[config.mk]
export PLATFORM = sky130hd
export DESIGN_NAME = keypad_emulator
export DESIGN_NICKNAME = d
export VERILOG_FILES = /design/src/rtl/keypad_pkg.sv /design/src/rtl/key_fifo.sv /design/src/rtl/keypad_emulator.sv
export SDC_FILE = /design/constraint.sdc
export NUM_CORES = 1
export LEC_CHECK = 0
export BUFFER_PORTS_ARGS = -buffer_cell sky130_fd_sc_hd__buf_2
export CORE_UTILIZATION = 40
export DETAILED_ROUTE_END_ITERATION = 10
export GPL_ROUTABILITY_DRIVEN = 0
export GPL_TIMING_DRIVEN = 0
export PLACE_DENSITY_LB_ADDON = 0.25
export SYNTH_ARGS = -nofsm -noshare
export SYNTH_HDL_FRONTEND = slang
export SYNTH_HIERARCHICAL = 1
export SYNTH_SLANG_ARGS = --single-unit
[constraint.sdc]
create_clock -name clk -period 2.9 [get_ports clk]
set_clock_uncertainty 0.15 [all_clocks]
set_input_delay 0.29 -clock clk [delete_from_list [all_inputs] [get_ports clk]]
set_output_delay 0.29 -clock clk [all_outputs]
set_load 0.05 [all_outputs]
[src/rtl/keypad_pkg.sv]
// keypad_pkg: key map constants, FSM states and key-to-column/row lookups for the 4x4 keypad emulator
package keypad_pkg;
  localparam logic [3:0] COL_1 = 4'b0111;
  localparam logic [3:0] COL_2 = 4'b1011;
  localparam logic [3:0] COL_3 = 4'b1101;
  localparam logic [3:0] COL_4 = 4'b1110;
  localparam logic [3:0] ROW_1 = 4'b0111;
  localparam logic [3:0] ROW_2 = 4'b1011;
  localparam logic [3:0] ROW_3 = 4'b1101;
  localparam logic [3:0] ROW_4 = 4'b1110;
  localparam logic [3:0] NO_KEY = 4'b1111;
  typedef enum logic [1:0] {IDLE, PRESS, GAP} state_t;
  function automatic logic [3:0] column_of(input logic [3:0] key);
    case (key)
      4'h1, 4'h4, 4'h7, 4'h0: column_of = COL_1;
      4'h2, 4'h5, 4'h8, 4'hF: column_of = COL_2;
      4'h3, 4'h6, 4'h9, 4'hE: column_of = COL_3;
      default:                column_of = COL_4;
    endcase
  endfunction
  function automatic logic [3:0] row_of(input logic [3:0] key);
    case (key)
      4'h1, 4'h2, 4'h3, 4'hA: row_of = ROW_1;
      4'h4, 4'h5, 4'h6, 4'hB: row_of = ROW_2;
      4'h7, 4'h8, 4'h9, 4'hC: row_of = ROW_3;
      default:                row_of = ROW_4;
    endcase
  endfunction
endpackage

[src/rtl/key_fifo.sv]
// key_fifo: synchronous 4-bit FIFO; ports clk, rst_n (sync active-low), push/din, pop/dout, full, empty, count
module key_fifo #(
  parameter int DEPTH = 4
) (
  input  logic                     clk,
  input  logic                     rst_n,
  input  logic                     push,
  input  logic [3:0]               din,
  input  logic                     pop,
  output logic [3:0]               dout,
  output logic                     full,
  output logic                     empty,
  output logic [$clog2(DEPTH):0]   count
);
  localparam int AW = $clog2(DEPTH);
  localparam int CW = AW + 1;
  logic [3:0]    mem [DEPTH];
  logic [AW-1:0] wr_ptr, rd_ptr;
  logic          wr_en, rd_en;
  assign wr_en = push && !full;
  assign rd_en = pop && !empty;
  assign full  = count == CW'(DEPTH);
  assign empty = count == '0;
  assign dout  = mem[rd_ptr];
  always_ff @(posedge clk) begin
    if (!rst_n) begin
      wr_ptr <= '0;
      rd_ptr <= '0;
      count  <= '0;
    end else begin
      if (wr_en) mem[wr_ptr] <= din;
      wr_ptr <= wr_ptr + AW'(wr_en);
      rd_ptr <= rd_ptr + AW'(rd_en);
      count  <= count + CW'(wr_en) - CW'(rd_en);
    end
  end
endmodule

[src/rtl/keypad_emulator.sv]
// keypad_emulator: queued key presses on a 4x4 matrix; key_code/key_valid/key_ready in, Col scan in, Row/busy/pressed_key/key_pressed out
module keypad_emulator
  import keypad_pkg::*;
#(
  parameter int HOLD_CYCLES = 5000000,
  parameter int GAP_CYCLES  = 5000000,
  parameter int FIFO_DEPTH  = 4,
  parameter int SYNC_STAGES = 2
) (
  input  logic       clk,
  input  logic       rst_n,
  input  logic [3:0] key_code,
  input  logic       key_valid,
  output logic       key_ready,
  input  logic [3:0] Col,
  output logic [3:0] Row,
  output logic       busy,
  output logic [3:0] pressed_key,
  output logic       key_pressed
);
  localparam int MAX_CYC = HOLD_CYCLES > GAP_CYCLES ? HOLD_CYCLES : GAP_CYCLES;
  localparam int TW = $clog2(MAX_CYC + 1);
  localparam logic [TW-1:0] HOLD_LOAD = TW'(HOLD_CYCLES - 1);
  localparam logic [TW-1:0] GAP_LOAD  = TW'(GAP_CYCLES - 1);
  state_t                     state;
  logic [TW-1:0]              timer;
  logic [3:0]                 cur_key;
  logic [3:0]                 sync [SYNC_STAGES];
  logic [3:0]                 col_sync;
  logic [3:0]                 fifo_key;
  logic                       full, empty, pop;
  logic [$clog2(FIFO_DEPTH):0] count;
  key_fifo #(.DEPTH(FIFO_DEPTH)) u_fifo (
    .clk   (clk),
    .rst_n (rst_n),
    .push  (key_valid),
    .din   (key_code),
    .pop   (pop),
    .dout  (fifo_key),
    .full  (full),
    .empty (empty),
    .count (count)
  );
  assign pop       = state == IDLE && !empty;
  assign key_ready = !full;
  assign busy      = state != IDLE || count != '0;
  assign col_sync  = sync[SYNC_STAGES-1];
  // A key only answers its own column; any other pattern (idle, none, multiple) leaves rows released.
  function automatic logic [3:0] row_for(input logic [3:0] key);
    return col_sync == column_of(key) ? row_of(key) : NO_KEY;
  endfunction
  always_ff @(posedge clk) begin
    if (!rst_n) begin
      for (int i = 0; i < SYNC_STAGES; i++) sync[i] <= NO_KEY;
    end else begin
      sync[0] <= Col;
      for (int i = 1; i < SYNC_STAGES; i++) sync[i] <= sync[i-1];
    end
  end
  // Row is updated together with the state so it is released exactly on PRESS exit.
  always_ff @(posedge clk) begin
    if (!rst_n) begin
      state       <= IDLE;
      timer       <= '0;
      cur_key     <= '0;
      Row         <= NO_KEY;
      pressed_key <= '0;
      key_pressed <= 1'b0;
    end else begin
      case (state)
        IDLE: if (!empty) begin
          state       <= PRESS;
          cur_key     <= fifo_key;
          timer       <= HOLD_LOAD;
          Row         <= row_for(fifo_key);
          pressed_key <= fifo_key;
          key_pressed <= 1'b1;
        end
        PRESS: if (timer == '0) begin
          state       <= GAP;
          timer       <= GAP_LOAD;
          Row         <= NO_KEY;
          pressed_key <= '0;
          key_pressed <= 1'b0;
        end else begin
          timer <= timer - 1'b1;
          Row   <= row_for(cur_key);
        end
        GAP: if (timer == '0) state <= IDLE;
             else timer <= timer - 1'b1;
        default: state <= IDLE;
      endcase
    end
  end
endmodule

# After elaboration in Yosys (flattened, before gate mapping)
# Memory sizes are Yosys's and may differ from the RTL's. A register that Yosys moved wholly into a read port is not among the register bits.
# Cells that the tools add are included.
[word_totals] regBits=45 latchBits=0 ramBits=24 rom_bits=256 inputBits=11 out_inout_bits=11 wordCells=87 memories=6
[mem_list] name="(no name shown)" words=16 width=4 read_ports=1 rd_ports_with_merged_regs=0 write_ports=0 line="keypad_pkg.sv:14" rtl="case (key)"
[mem_list] name="(no name shown)" words=16 width=4 read_ports=1 rd_ports_with_merged_regs=0 write_ports=0 line="keypad_pkg.sv:22" rtl="case (key)"
[mem_list] name="(no name shown)" words=16 width=4 read_ports=1 rd_ports_with_merged_regs=1 write_ports=0 line="keypad_pkg.sv:14"
[mem_list] name="(no name shown)" words=16 width=4 read_ports=1 rd_ports_with_merged_regs=1 write_ports=0 line="keypad_pkg.sv:22"
[mem_list] name="u_fifo.mem" words=4 width=4 read_ports=1 rd_ports_with_merged_regs=1 write_ports=1 line="key_fifo.sv:17" rtl="logic [3:0] mem [DEPTH];"
[mem_list] name="sync" words=2 width=4 read_ports=2 rd_ports_with_merged_regs=0 write_ports=2 line="keypad_emulator.sv:28" rtl="logic [3:0] sync [SYNC_STAGES];"
[op_classes] n_addsub=5 multipliers=0 div=0 n_lt_le_gt_ge=0 eq_ne=9 shift=0 muxes=37 bitwise_logic=3 n_reduce_logical=18
[op_table] operator="2-to-1 mux 4 bit" n=18
[op_table] operator="2-to-1 mux 23 bit" n=3
[op_table] operator="case mux 23 bit (3 select lines)" n=1
[op_table] operator="logical NOT 23 bit" n=1
[op_table] operator="subtractor 23 x 1 -> 23 bit, second input constant" n=1
[op_table] operator="case mux 4 bit (2 select lines)" n=2
[op_table] operator="AND reduction 3 bit" n=3
[op_table] operator="== test 4 bit" n=2
[op_table] operator="2-to-1 mux 2 bit" n=4
[op_table] operator="inequality test 2 bit, second input constant" n=4
[op_table] operator="2-to-1 mux 1 bit" n=7
[op_table] operator="case mux 2 bit (3 select lines)" n=1
[op_table] operator="nonzero test 3 bit" n=2
[op_table] operator="adder 2 x 1 -> 2 bit" n=2
[op_table] operator="AND reduction 2 bit" n=2
[op_table] operator="nonzero test 2 bit" n=2
[op_table] operator="adder 3 x 1 -> 3 bit" n=1
[op_table] operator="== test 3 bit, second input constant" n=1
[op_table] operator="logical AND 1 bit" n=3
[op_table] operator="logical NOT 3 bit" n=1
[op_table] operator="subtractor 3 x 1 -> 3 bit" n=1
[op_table] operator="== test 2 x 1 -> 1 bit, second input constant" n=1
[op_table] operator="== test 2 bit, second input constant" n=1
[op_table] operator="logical NOT 1 bit" n=2
[op_table] operator="5 further kinds" n=6

# Logic depth before layout (Yosys ltp)
# Gate-level depths: netlist (run 1).
[logic_depth] ltp_word=8 mapped_depth=11 mapped_depth_nobuf=10

# Modules after synthesis
# Netlist (run 1), hierarchy kept.
[by_module_without_submodules] mod="keypad_emulator" instances=1 cells_per_inst=345 area_per_inst_um2=3067.9
[by_module_without_submodules] mod="key_fifo" instances=1 cells_per_inst=62 area_per_inst_um2=984.7

# Least setup slack after synthesis (run 1)
# OpenSTA, ideal clock, no wires.
[synth_path] path_kind="register to register" from="register state[0]" to="register u_fifo.count[2]" setup_ps=115 arrival_time_ps=2393 required_ps=2635 slack_ps=242 stages_incl_launch_ff=12 path_cell_list="dfxtp_1 > inv_1 > ha_1 > nor2b_1 > clkbuf_1 > o31ai_2 > xor2_1 > ha_1 > fa_1 > xor2_1 > and2_1 > o21a_1"
[synth_via] elab_chain_cells=4
[synth_rtl] element="start: declaration" line="keypad_emulator.sv:25" rtl="state_t state;"
[synth_rtl] element="start signal: assignment" line="keypad_emulator.sv:63" rtl="state <= IDLE;"
[synth_rtl] element="start signal: assignment" line="keypad_emulator.sv:72" rtl="state <= PRESS;"
[synth_rtl] element="start signal: assignment" line="keypad_emulator.sv:80" rtl="state <= GAP;"
[synth_rtl] element="logical NOT 2 bit" line="keypad_emulator.sv:44" rtl="assign pop = state == IDLE && !empty;"
[synth_rtl] element="logical AND 1 bit" line="keypad_emulator.sv:44"
[synth_rtl] element="via pop" line="keypad_emulator.sv:31" rtl="logic full, empty, pop;"
[synth_rtl] element="logical AND 1 bit" line="key_fifo.sv:21" rtl="assign rd_en = pop && !empty;"
[synth_rtl] element="subtractor 3 x 1 -> 3 bit" line="key_fifo.sv:34" rtl="count <= count + CW'(wr_en) - CW'(rd_en);"
[synth_rtl] element="end signal: assignment" line="key_fifo.sv:34"
[synth_rtl] element="end: declaration" line="key_fifo.sv:13" rtl="output logic [$clog2(DEPTH):0] count"
# The timed path passes the listed nets, and every way through them passes these cells.
# A chain may end at the register's enable or synchronous reset.

# Final worst setup path (run 1)
[layout_path] from="register timer[4]" to="register timer[14]"
[layout_via] elab_chain_cells=3
[layout_rtl] element="start: declaration" line="keypad_emulator.sv:26" rtl="logic [TW-1:0] timer;"
[layout_rtl] element="start signal: assignment" line="keypad_emulator.sv:86" rtl="timer <= timer - 1'b1;"
[layout_rtl] element="start signal: assignment" line="keypad_emulator.sv:90" rtl="else timer <= timer - 1'b1;"
[layout_rtl] element="subtractor 23 x 1 -> 23 bit / logical NOT 23 bit (equally long branches)"
[layout_rtl] element="2-to-1 mux 23 bit, or another cell as far along" line="keypad_emulator.sv:89" rtl="GAP: if (timer == '0) state <= IDLE;"
[layout_rtl] element="case mux 23 bit (3 select lines) / AND reduction 3 bit (equally long branches)"
# Several ways; a longest one is shown, not always the timed one. The select of a mux whose other input is x is not followed.

==> qor.yml, run 1 <==
root_buffer: "clkbuf_8"
area_growth_pct: 15.1
post-route-drc-count: 0
io_buffers: 21
seq_area_um2: 1700
min-delay-start: "key_code[0]"
nNetsFinal: 478
p_leak_nw: 1.73
drv_slew: 0
viasPerCell: 5.61
holdPathEnd: "u_fifo/mem[3][0]"
r2r_slack_ns: 0.07
synth_cells: 407
ys.flop_type: "dfxtp_1"
grt.overflow.total: 0
synth_seq_cells: 77
tns_ns: 0
crit_required_ns: 3.00
clockBufferDepth: 2
crit_arrival_ns: 2.93
reg2reg_to: "timer[14]"
rsz0062_at_grt: "true"
drt-met1-wl_um: 4350
syn_avg_cell_area_um2: 9.96
path_cells: "or4_1, buf_2, or4_4, nor2_2, buf_4, buf_4, a211oi_1, o21a_1"
maxClockFrequency_mhz: 354
place_ws_ns: -0.146
antenna_found_initial: 0
cp_common_cell: "buf_4"
multi_input_area_um2: 2190
grt_max_degree: 15
die_x_um: 103
wl_met3_um: 461
max_stage_delay_ns: 0.53
dieArea_um2: 10500
drive_gt1_share_pct: 19.2
critPathMaxFanout: 10
worstSetupPathType: "reg2reg"
core_um2: 9770
wl_per_cell_um: 15.7
yosysWarnings: 6
setup_slack_ns: 0.0732
antennaDiodeCount: 0
n_fill_cell: 941
hold_viol_final: 0
clk_pin_slew_worst_paths_ns: 0.09
end_kind: "register"
start_util_pct: 41.5
cts_tree: "yes"
vias: 3289
die_h_um: 103
detail-route-antenna-nets: 0
min_period_ns: 2.83
finalPower_mw: 4.65
ir_drop_mv: 0.359
synth_cell_types: 66
wl_met2_um: 4280
max_slew_margin_pct: 56.8
worstReg2RegStart: "timer[4]"
r2r_cells: 8
first_pass_iters: 4
critical_path_buf_inv_count: 3
syn-cell-area_um2: 4050
power_density_nw_per_um2: 996
synth-edff-count: 16
cp_top_family: "simple AND/OR/NAND/NOR gates"
status: "finished, final reports clean"
critPathSlowestCell: "or4_4"
syn_nets: 437
io_pins: 22
hold_class: "in2reg"
worst_pin_slew_ns: 0.642
max-cap-violations: 0
async_flop_share_pct: 0
clkLatencyLatePin_ns: 0.35
cp-start-kind: "register"
grt_pass1_vias: 3005
period_share_pct: 97.5
cts.sinks: 77
yosysSeqAreaShare_pct: 42.0
wl_um: 9230
cts_made_buffers: 9
top_layer_used: "met4"
whs_path_depth: 1
dp_hpwl_um: 6550
track_usage_pct: 18.3
first_iter_violations: 197
rows: 36
htreeDepth: 3
setup_viol: 0
grt_pass1_wl_um: 14700
[placed cells by master (no fill, tap or decap), types with 9 or more instances in the layout]
master    instances
inv_1            18
ha_1             17
or4_1             9
clkbuf_1         13
nor3_1            9
edfxtp_1         16
buf_2            24
nand2_1          20
nor2_1           17
dfxtp_1          61
o21ai_0          11
clkbuf_8          9
a21oi_1          27
nand3_1           9
nor4_1            9
nand2b_1         13
[synth_stat cells (5+ instances only)]
master	instances	area [µm²]
o31ai_1	7	52.6
nand2_1	20	75.1
nand4_1	6	37.5
a21oi_1	28	140
nor4_1	9	56.3
xor2_1	8	70.1
inv_1	18	67.6
o211ai_1	6	45.0
clkbuf_1	14	52.6
nand3_1	9	45.0
and2_1	7	43.8
o221a_2	8	90.1
nor2b_1	6	37.5
mux2i_1	8	80.1
nor2_1	18	67.6
ha_1	18	225
dfxtp_1	61	1220
o21ai_0	11	55.1
edfxtp_1	16	480
or3_1	6	37.5
xnor2_1	5	43.8
nand2b_1	13	81.3
nor3_1	10	50.1
or4_1	9	67.6
mux4_2	6	135
a32o_1	7	70.1
[cells by family (layout without fill, tap and decap cells)]
kind of cell	count (synthesis)	in the layout	share of synthesized area, %
compound gates	99	99	18.2
xor+xnor	13	13	2.81
buf+inv	42	88	4.54
mux	14	14	5.31
flops	77	77	42.0
fa+ha+maj	19	19	6.05
simple gates	143	143	21.1
[how the worst max path moves through the flow]
stage	from	endpoint	slack [ns]	cells past startpoint
2_1_floorplan	state[0]	u_fifo/count[2]	0.24	11
3_3_place_gp	u_fifo/count[1]	register	-0.1	9
3_5_place_dp	u_fifo/count[1]	register	-0.15	9
4_1_cts	u_fifo/rd_ptr[0]	Row[3]	0.006	8
5_1_grt	timer[4]	timer[8]	-0.004	7
6_report	timer[4]	timer[14]	0.07	8
[what timing repair did]
item,CTS,global route
pin swaps,1,0
hold buffers,6,1
hold endpoints to repair,12,4
resized for setup,3,5
endpoints found under the setup margin,14,11
gates cloned,0,0
setup buffers,1,1
[through the flow]
| stage | utilization [%] | cells | instance area (µm²) | hold WS, ns |
|---|---|---|---|---|
| after floorplan | - | 407 | 4050 | 0.236 |
| after global placement | 44.2 | 561 | 4320 | 0.247 |
| after detailed placement | 44.2 | 561 | 4320 | 0.252 |
| after CTS | 47.4 | 584 | 4630 | 0.00240 |
| after global routing | 47.7 | 586 | 4670 | 0.0124 |
| final | 47.7 | 586 | 4670 | 0.0208 |
[final cells by class]
cell class / instances / area share [%]
multi-input combinational: 288 / 46.9
timing repair buffer: 30 / 4.34
buffer: 22 / 2.39
tap: 133 / 3.57
sequential: 77 / 36.5
inverter: 20 / 1.61
clock inverter: 7 / 2.09
clock buffer: 9 / 2.65
[where the power goes]
| part | internal [mW] | switching, mW |
|---|---|---|
| Sequential | 1.34 | 0.223 |
| Clock | 0.489 | 0.428 |
| Combinational | 0.869 | 1.30 |
[routing by layer]
metal  up-vias  track usage (%)
met1      1586             24.6
met2        78             28.8
li1       1611                -
met3        14             4.54
met5         -                0
met4         0             6.26
Power figures use the tool's default switching activity.
==> inputs of run 2 (changes only) <==
Settings changed: CORE_UTILIZATION 40 to 34.
==> run 2 against run 1 <==
Against the previous run: die area increased by 17%; sequential cell count did not move; routed wire length up 2.9%; maximum frequency is 0.45% higher; final cell count rose by 1.4%; hold slack got worse by 0.017 ns; critical endpoint is now pressed_key[0]; highest routed layer unchanged; via count shrank 1.3%; sequential power is essentially flat; critical path depth down 1; total power grew 4.6%; worst setup slack better by 0.013 ns; final area increased by 1.6%.
==> qor.yml, run 2 (synthesis gave the netlist of run 1 again) <==
status: "finished, final reports clean"
worstSetupEndpoint: "pressed_key[0]"
cts_tree: "yes"
crit_arrival_ns: 2.90  # -0.03 ns
power_density_nw_per_um2: 1030  # +3.0%
multi_input_area_um2: 2200  # +0.51%
wl_per_cell_um: 16.0  # +1.5%
die_x_um: 111  # +8.3%
ir_drop_mv: 0.442  # +23%
rsz0062_at_grt: "false"
start_util_pct: 35.2  # -6.3 points
crit_required_ns: 2.98  # -0.02 ns
p_leak_nw: 1.75  # +1.4%
r2r_cells: 7  # -1
maxClockFrequency_mhz: 355  # +0.45%
io_pins: 22  # unchanged
grt_pass1_wl_um: 16000  # +8.9%
cp-start-kind: "register"
rows: 39  # +8.3%
track_usage_pct: 16.4  # -1.9 points
cp.depth: 7  # -1
htreeDepth: 3  # unchanged
antenna_found_initial: 0  # unchanged
drive_gt1_share_pct: 20.0  # +0.75 points
grt_pass1_vias: 3132  # +4.2%
nNetsFinal: 476  # -0.42%
first_pass_iters: 4  # unchanged
r2r_slack_ns: 0.09  # about the same
die_h_um: 111  # +8.3%
antennaDiodeCount: 0  # unchanged
clockBufferDepth: 2  # unchanged
path_cells: "or4_1, buf_2, or4_4, buf_6, o21a_4, or2_4, a32o_1"
max-cap-violations: 0  # unchanged
critical_path_buf_inv_count: 2  # -1
viasPerCell: 5.47  # -2.6%
n_fill_cell: 1114  # +18%
max_stage_delay_ns: 0.55  # +0.02 ns
layout_commonest_cell: "dfxtp_1"
seq_area_um2: 1700  # about the same
worstReg2RegStart: "timer[4]"
cts_made_buffers: 9  # unchanged
grt_max_degree: 17  # +2
setup_slack_ns: 0.0858  # +0.0126 ns
detail-route-antenna-nets: 0  # unchanged
drv_slew: 0  # unchanged
min_period_ns: 2.81  # -0.0126 ns
dp_hpwl_um: 6740  # +2.9%
critPathSlowestCell: "or4_4"
place_ws_ns: -0.204  # -0.0582 ns
worst_pin_slew_ns: 0.656  # +0.0137 ns
worstSetupPathType: "reg2reg"
final_area_um2: 4740  # +1.6%
area_growth_pct: 16.9
hold_class: "in2reg"
root_buffer: "clkbuf_16"
dieArea_um2: 12400  # +17%
grt.overflow.total: 0  # unchanged
post-route-drc-count: 0  # unchanged
finalPower_mw: 4.86  # +4.6%
hold_viol_final: 0  # unchanged
crit_start: "timer[4]"
reg2reg_to: "pressed_key[0]"
dpl_cell_area_um2: 4340  # +0.29%
wl_um: 9500  # +2.9%
utilization_pct: 41.1  # -6.6 points
final_cell_mix: "dfxtp_1, a21oi_1, buf_2"
cts.sinks: 77  # unchanged
core_um2: 11500  # +18%
vias: 3247  # -1.3%
hold_ws_ns: 0.00427  # -0.0166 ns
period_share_pct: 97.0  # -0.43 points
setup_viol: 0  # unchanged
max_slew_margin_pct: 55.9  # -0.92 points
first_iter_violations: 273  # +39%
cp_top_family: "simple AND/OR/NAND/NOR gates"
io_buffers: 21  # unchanged
clkLatencyLatePin_ns: 0.35  # about the same
clk_pin_slew_worst_paths_ns: 0.07  # -0.02 ns
end_kind: "register"
critPathMaxFanout: 10  # unchanged
[run 2: where the power goes]
group	switching, mW	internal [mW]
logic	1.33	0.872
clock network	0.501	0.600
registers	0.223	1.34
[run 2: worst min-delay path by stage]
stage	start	endpoint	slack, ns	cells after the start
after floorplan	sync[0][0]	sync[0][4]	0.24	1
after global placement	sync[0][0]	sync[0][4]	0.25	1
after detailed placement	sync[0][3]	sync[0][7]	0.25	1
after CTS	key_code[3]	u_fifo/mem[2][3]	0.002	1
after global routing	key_code[1]	u_fifo/mem[3][1]	0.001	1
final	key_code[1]	u_fifo/mem[3][1]	0.004	1
[run 2: metrics by stage]
stage | instances | TNS [ns]
floorplan | 407 | 0
global placement | 571 | -0.162
detailed placement | 571 | -0.359
CTS | 592 | 0
global route | 594 | 0
finish | 594 | 0
[run 2: layout make-up]
class                           instances  share of cell area [%]
Sequential cell                        77                    35.9
Clock inverter                          7                    1.35
Inverter                               20                    1.58
Buffer                                 22                    2.40
Timing Repair Buffer                   28                    3.80
Tap cell                              143                    3.78
Clock buffer                            9                    4.75
Multi-Input combinational cell        288                    46.4
[run 2: timing repair]
action,in CTS,in global routing
endpoints found under the hold margin,4,0
pin swaps,1,0
setup endpoints to repair,16,16
setup buffers,1,2
hold buffers,4,0
resized for setup,4,8
[run 2: per-layer routing]
| layer | part of all wire [%] | up-vias | GRT usage (%) |
|---|---|---|---|
| li1 | - | 1615 | - |
| met1 | 50 | 1571 | 22.2 |
| met2 | 46 | 51 | 25.4 |
| met3 | 3.1 | 10 | 4.16 |
| met4 | 1.1 | 0 | 5.59 |
| met5 | 0 | - | 0 |
[run 2: worst register-to-register path, stage by stage (launching register included)]
cell and delay, ns:
dfxtp_2 0.35, or4_1 0.51, buf_2 0.18, or4_4 0.56
buf_6 0.17, o21a_4 0.24, or2_4 0.28, a32o_1 0.26
